File: config.mk
export PLATFORM = sky130hd
export DESIGN_NAME = serial_subtractor_flat
export DESIGN_NICKNAME = d
export VERILOG_FILES = /design/src/rtl/serial_subtractor_if.sv /design/src/rtl/serial_subtractor.sv /design/src/flat_wrapper.sv
export SDC_FILE = /design/constraint.sdc
export NUM_CORES = 1
export LEC_CHECK = 0
export BUFFER_PORTS_ARGS = -buffer_cell sky130_fd_sc_hd__buf_2
export CORE_MARGIN = 1
export CORE_UTILIZATION = 28
export CTS_CLUSTER_DIAMETER = 50
export DETAILED_ROUTE_END_ITERATION = 8
export PLACE_DENSITY = 0.48
export REMOVE_ABC_BUFFERS = 1
export SYNTH_ARGS = -nofsm -noshare
export SYNTH_HDL_FRONTEND = slang
export SYNTH_SLANG_ARGS = --single-unit
File: constraint.sdc
create_clock -name clk -period 1.5 [get_ports clk]
set_input_delay 0.3 -clock clk [delete_from_list [all_inputs] [get_ports clk]]
set_output_delay 0.3 -clock clk [all_outputs]
set_load 0.1 [all_outputs]
File: src/rtl/serial_subtractor_if.sv
`default_nettype none
// ============================================================================
//  Module      : serial_subtractor_if
//  Description : Handshake and operand/result bundle for serial_subtractor.
//                master drives start/a/b and observes busy/done/diff/borrow_out;
//                slave is the subtractor side.
//  Ports       : start      - request, accepted in IDLE or DONE
//                a, b       - minuend / subtrahend, captured on accept
//                busy       - high while an operation is running
//                done       - one-cycle pulse when a result is published
//                diff       - a-b mod 2^WIDTH, held until next result
//                borrow_out - final borrow (a < b unsigned), held with diff
//  Revision    : 1.0 - initial release
// ============================================================================
interface serial_subtractor_if #(
  parameter int WIDTH = 8
);
  logic             start;
  logic [WIDTH-1:0] a;
  logic [WIDTH-1:0] b;
  logic             busy;
  logic             done;
  logic [WIDTH-1:0] diff;
  logic             borrow_out;

  modport master (
    output start,
    output a,
    output b,
    input  busy,
    input  done,
    input  diff,
    input  borrow_out
  );

  modport slave (
    input  start,
    input  a,
    input  b,
    output busy,
    output done,
    output diff,
    output borrow_out
  );
endinterface
`default_nettype wire

File: src/rtl/serial_subtractor.sv
`default_nettype none
// ============================================================================
//  Module      : serial_subtractor
//  Description : Bit-serial WIDTH-bit subtractor (diff = a - b). One bit pair
//                is processed per clock, LSB first, through two cascaded
//                half-subtractor cells with the borrow held in a flip-flop.
//                A result takes WIDTH cycles in RUN plus one DONE cycle.
//  Ports       : clk   - clock, rising-edge
//                reset - asynchronous, active-high
//                bus   - serial_subtractor_if.slave
//                        (start, a, b, busy, done, diff, borrow_out)
//  Revision    : 1.0 - initial release
// ============================================================================
module serial_subtractor #(
  parameter int WIDTH = 8
) (
  input  wire logic             clk,
  input  wire logic             reset,
  serial_subtractor_if.slave    bus
);

  localparam int                 c_CNT_W = (WIDTH > 2) ? $clog2(WIDTH) : 1;
  localparam logic [c_CNT_W-1:0] c_LAST  = c_CNT_W'(WIDTH - 1);
  localparam logic [c_CNT_W-1:0] c_ONE   = c_CNT_W'(1);

  typedef enum logic [1:0] {
    ST_IDLE = 2'd0,
    ST_RUN  = 2'd1,
    ST_DONE = 2'd2
  } state_t;

  state_t             r_state;
  state_t             w_state_nxt;

  logic [WIDTH-1:0]   r_sa;      // minuend shift register
  logic [WIDTH-1:0]   r_sb;      // subtrahend shift register
  logic [WIDTH-1:0]   r_acc;     // partial result, filled from the MSB side
  logic               r_bw;      // borrow carried between bit positions
  logic [c_CNT_W-1:0] r_cnt;     // index of the bit being processed
  logic [WIDTH-1:0]   r_diff;
  logic               r_borrow_out;

  logic               w_accept;
  logic               w_last;

  // Half-subtractor cells
  logic               w_hs1_d;
  logic               w_hs1_b;
  logic               w_hs2_d;
  logic               w_hs2_b;
  logic               w_bw_nxt;

  // --------------------------------------------------------------------------
  // Bit-slice: first cell subtracts sb from sa, second subtracts the incoming
  // borrow from that partial difference. Either cell borrowing makes the
  // outgoing borrow (they can never both borrow at once).
  // --------------------------------------------------------------------------
  assign w_hs1_d  = r_sa[0] ^ r_sb[0];
  assign w_hs1_b  = ~r_sa[0] & r_sb[0];
  assign w_hs2_d  = w_hs1_d ^ r_bw;
  assign w_hs2_b  = ~w_hs1_d & r_bw;
  assign w_bw_nxt = w_hs1_b | w_hs2_b;

  // A request is honoured only when no operation is in flight; DONE accepts
  // too, which gives back-to-back operation with one idle-free cycle.
  assign w_accept = bus.start && ((r_state == ST_IDLE) || (r_state == ST_DONE));
  assign w_last   = (r_state == ST_RUN) && (r_cnt == c_LAST);

  // --------------------------------------------------------------------------
  // FSM state register
  // --------------------------------------------------------------------------
  always_ff @(posedge clk or posedge reset) begin
    if (reset) begin
      r_state <= ST_IDLE;
    end else begin
      r_state <= w_state_nxt;
    end
  end

  // --------------------------------------------------------------------------
  // FSM next-state
  // --------------------------------------------------------------------------
  always_comb begin
    w_state_nxt = r_state;
    case (r_state)
      ST_IDLE: begin
        if (w_accept) begin
          w_state_nxt = ST_RUN;
        end
      end
      ST_RUN: begin
        if (w_last) begin
          w_state_nxt = ST_DONE;
        end
      end
      ST_DONE: begin
        if (w_accept) begin
          w_state_nxt = ST_RUN;
        end else begin
          w_state_nxt = ST_IDLE;
        end
      end
      default: begin
        w_state_nxt = ST_IDLE;
      end
    endcase
  end

  // --------------------------------------------------------------------------
  // Datapath: operand capture, serial shift and result publication
  // --------------------------------------------------------------------------
  always_ff @(posedge clk or posedge reset) begin
    if (reset) begin
      r_sa         <= '0;
      r_sb         <= '0;
      r_acc        <= '0;
      r_bw         <= 1'b0;
      r_cnt        <= '0;
      r_diff       <= '0;
      r_borrow_out <= 1'b0;
    end else if (w_accept) begin
      r_sa  <= bus.a;
      r_sb  <= bus.b;
      r_acc <= '0;
      r_bw  <= 1'b0;
      r_cnt <= '0;
    end else if (r_state == ST_RUN) begin
      r_sa  <= {1'b0, r_sa[WIDTH-1:1]};
      r_sb  <= {1'b0, r_sb[WIDTH-1:1]};
      // After WIDTH shifts the first (LSB) difference bit lands at bit 0.
      r_acc <= {w_hs2_d, r_acc[WIDTH-1:1]};
      r_bw  <= w_bw_nxt;
      r_cnt <= r_cnt + c_ONE;
      if (w_last) begin
        r_diff       <= {w_hs2_d, r_acc[WIDTH-1:1]};
        r_borrow_out <= w_bw_nxt;
      end
    end
  end

  // Status flags decode directly from state so an asynchronous reset clears
  // them immediately.
  assign bus.busy       = (r_state == ST_RUN);
  assign bus.done       = (r_state == ST_DONE);
  assign bus.diff       = r_diff;
  assign bus.borrow_out = r_borrow_out;

endmodule
`default_nettype wire

File: src/flat_wrapper.sv
// flat-port wrapper written by rule: the top's interface ports become plain ports
module serial_subtractor_flat 
#(
  parameter int WIDTH = 8
)
  (clk, reset, bus_start, bus_a, bus_b, bus_busy, bus_done, bus_diff, bus_borrow_out);
  serial_subtractor_if #(.WIDTH(WIDTH)) bus_i ();
  input  wire logic clk;
  input  wire logic reset;
  input wire logic [$bits(bus_i.start)-1:0] bus_start;
  input wire logic [$bits(bus_i.a)-1:0] bus_a;
  input wire logic [$bits(bus_i.b)-1:0] bus_b;
  output wire logic [$bits(bus_i.busy)-1:0] bus_busy;
  output wire logic [$bits(bus_i.done)-1:0] bus_done;
  output wire logic [$bits(bus_i.diff)-1:0] bus_diff;
  output wire logic [$bits(bus_i.borrow_out)-1:0] bus_borrow_out;
  assign bus_i.start = bus_start;
  assign bus_i.a = bus_a;
  assign bus_i.b = bus_b;
  assign bus_busy = bus_i.busy;
  assign bus_done = bus_i.done;
  assign bus_diff = bus_i.diff;
  assign bus_borrow_out = bus_i.borrow_out;
  serial_subtractor #(.WIDTH(WIDTH)) u_core (.clk(clk), .reset(reset), .bus(bus_i));
endmodule
==> summary.txt <==
STA
  • Setup TNS: 0 ns
  • Clock skew: 0.006529 ns
  • Rel. slew slack: 0.6812
  • Worst Setup Slack, final: 0.03216 ns
  • Fmax: 681.3 MHz
  • Setup-failing EPs final: 0
  • Final Hold Slack: 0.1091 ns
  • Fin crit share: 0.9786
  • Pins Over Slew Limit: 0
  • Worst-margin pin slew: 0.4782 ns
  • Final hold vios: 0
  • Min Tclk post-route: 1.468 ns

Yosys
  • Largest family of logic cells by synthesized area: compound AO/OA/AOI/OAI gates
  • Register area share after synthesis: 0.6027
  • Syn avg cell area: 11.95 µm²
  • Synth cell types: 22
  • Synthesized cell area: 1578 µm²
  • Post-Synth Adder-Cell Area: 0.02855
  • Area contributors post-synth: dfrtp_1 60%, a22o_1 6.7%, mux2_2 5.7%, o22ai_1 5.6%, nor3_1 4.1%
  • Yosys warns: 0
  • Area leader, netlist: dfrtp_1
  • Area share of and/or/nand/nor cells after synthesis: 0.1071
  • Synth Area in XOR/XNOR: 0
  • Multiplexer share of the synthesized area: 0.06423
  • Cells after synthesis: 132
  • Synth Register Bits: 38
  • Share of the synthesized area in the top cell type: 0.6027
  • Synth Area in Compound Gates: 0.1380

Worst setup path
  • Crit Path Max Fanout: 6
  • Critical path arrival: 1.17 ns
  • Worst R2R Path Depth: 5
  • Crit-path max cell delay: 0.44 ns
  • Sequence of cells on the critical path: nand2b_4 -> inv_4 -> buf_12
  • Worst setup path startpoint: u_core.r_state[1]
  • Worst Setup EP: bus_busy
  • CP Class: reg2out
  • Kind of cell adding the most delay to the critical path: flip-flops
  • Crit path buffers/inverters: 2
  • Worst r2r src: u_core.r_cnt[1]
  • R2r setup slk: 0.04 ns
  • CP Depth: 3
  • Crit path max-delay cell type: dfrtp_2
  • WP data required: 1.20 ns
  • CP Launch Type: register
  • Reg-to-Reg End: u_core.bus.diff[4]
  • Setup crit end kind: output pin

Routing
  • Total Routed Length: 3.314 mm
  • Vias/cell: 4.702
  • Drt initial violations: 68
  • Initial DRT Pass Iterations: 4
  • Drt wl/cell: 13.69 µm
  • Post-route ant nets: 0
  • Vias: 1138
  • Remaining DRCs: 0

Power
  • Switching Share: 0.4448
  • Peak VDD IR: 848.7 µV
  • Switch Pwr: 2.281 mW
  • P_leak: 0.9664 nW
  • Reg power frac: 0.349
  • Pwr Density: 2529 nW/µm²
  • Pint: 2.846 mW
  • Clk pwr share: 0.137
  • Comb pwr share: 0.515

GRT
  • Initial antenna violation count: 0
  • Gr ovfl total: 0
  • Largest net degree at the start of global routing: 39
  • Vias in the first global route: 1149
  • Gr usage total: 0.1196
  • Global-route wire length before repair: 5.464 mm

Floorplan
  • Die X: 77.07 µm
  • Initial core utilization: 0.2994
  • I/O Pins: 30
  • Core Area: 5270 µm²
  • Placement row count: 26
  • Die Span Y: 77.07 µm
  • Die area: 5939 µm²

Cells and area
  • Fin nets: 193
  • Cell area after layout: 2027 µm²
  • Area Overhead vs Synth: 28.47%
  • Fin cells: 242
  • Ant. Diodes: 0
  • Layout cell share with drive strength beyond 1: 0.3837

Outcome
  • Status: completed

Clocking
  • CTS root buf: clkbuf_8
  • Total CTS buffers: 5
  • Htree depth: 2
  • Clock insertion delay at the later pin of the skew report: 0.28 ns
  • Clock sink count: 38
  • CTS Buffer Depth: 2
  • Post-CTS Hold Buffers: 0
  • TritonCTS clock tree: yes
  • Clock slew at reported path FFs: 0.07 ns

Run
  • Max cap viols: 0

Placed design
  • Buffers on Ports: 29
  • Post-DP Area: 1868 µm²
  • Post-DP HPWL: 2.237 mm
  • GP Congestion: 0.7235
  • Placed cells: 231
  • Place WS: 0.001339 ns

Hold path
  • Hold Path Class: in2async
## worst reg2reg max path: stages (launching register included)
cell      delay, ns
dfrtp_1        0.39
ha_2           0.20
ha_4           0.15
nand3b_1       0.12
buf_6          0.16
mux2_2         0.33
## per-layer routing
layer	wire length, µm	up-vias	GRT usage	part of all wire
met5	0	-	0	0
met1	1569	560	0.1557	0.47
met4	66	0	0.05660	0.020
met2	1525	20	0.1786	0.46
li1	-	551	-	-
met3	152	7	0.03929	0.046
## repair_timing
item,in CTS,in global routing
pin swaps,0,1
cloned,1,0
setup endpoints to repair,9,10
resized for setup,9,7
setup buffers,3,1
## cells by family after synthesis
kind of cell / count (synthesis)
AOI/OAI and AO/OA: 31
adders and majority gates: 3
buffers and inverters: 15
DFF: 38
muxes: 9
and+or+nand+nor: 36
## cells in the mapped netlist
cell,count
mux2_2,8
nand3b_1,1
nor2b_1,2
buf_4,4
nor2_2,1
a22o_1,12
inv_4,1
dfrtp_1,38
inv_1,4
nand2b_1,2
a21oi_1,1
buf_2,4
fa_1,1
nand2_1,2
nand3_1,1
o21ai_0,4
nor3_1,13
mux2_1,1
buf_6,2
nor2_1,14
ha_1,2
o22ai_1,14
## flip-flops by register name, summed over array words and instances (netlist names)
register	flops
u_core.bus.borrow_out	1
u_core.bus.diff	8
u_core.r_acc	7
u_core.r_bw	1
u_core.r_cnt	3
u_core.r_sa	8
u_core.r_sb	8
u_core.r_state	2
## how the worst min path moves through the flow
stage,start,to,depth (start not counted)
finish,reset,u_core.bus.diff[4],3
global placement,reset,u_core.bus.diff[4],3
CTS,reset,u_core.r_sb[2],3
global route,reset,u_core.bus.diff[4],3
detailed placement,reset,u_core.bus.diff[4],3
floorplan,bus_a[7],u_core.r_sa[7],1
## layout make-up
| class | instances | area, µm² |
|---|---|---|
| tap | 70 | 87.58 |
| clock buffer | 7 | 86.33 |
| fill | 536 | 3243 |
| timing repair buffer | 42 | 292.8 |
| clock inverter | 1 | 5.005 |
| multi-input combinational | 79 | 580.6 |
| inverter | 5 | 21.27 |
| sequential | 38 | 953.4 |
## layout by cell type, fill, tap and decap left out
cell type / instances
o22ai_1: 14
nor2b_2: 1
nand3_1: 1
a22o_1: 12
nor2_2: 1
buf_12: 3
mux2_2: 3
clkbuf_8: 6
nand2b_1: 1
dfrtp_2: 2
fa_1: 1
nor3_1: 13
buf_2: 27
buf_6: 2
nor2_1: 14
buf_4: 10
ha_2: 1
clkinv_2: 1
inv_1: 4
a21oi_1: 1
nand3b_1: 1
mux2_4: 6
nor2b_1: 1
nand2_1: 2
clkbuf_1: 1
inv_4: 1
o21ai_0: 4
dfrtp_1: 36
ha_4: 1
nand2b_4: 1
## power groups by stage
| stage | Sequential (mW) | Combinational (mW) | Clock (mW) |
|---|---|---|---|
| after global placement | 1.77 | 2.49 | 0 |
| final | 1.79 | 2.64 | 0.701 |
| after floorplan | 2.42 | 1.15 | 0 |
| after CTS | 1.77 | 2.66 | 0.728 |
| after global routing | 1.84 | 2.86 | 0.771 |
| after detailed placement | 1.78 | 2.53 | 0 |
## stage by stage
step,total power [mW],utilization
3_3_place_gp,4.259,0.3545
5_1_grt,5.474,0.3846
2_1_floorplan,3.569,-
6_report,5.127,0.3846
4_1_cts,5.152,0.3865
3_5_place_dp,4.317,0.3545
Note: power is estimated with default switching activity, not from simulation.
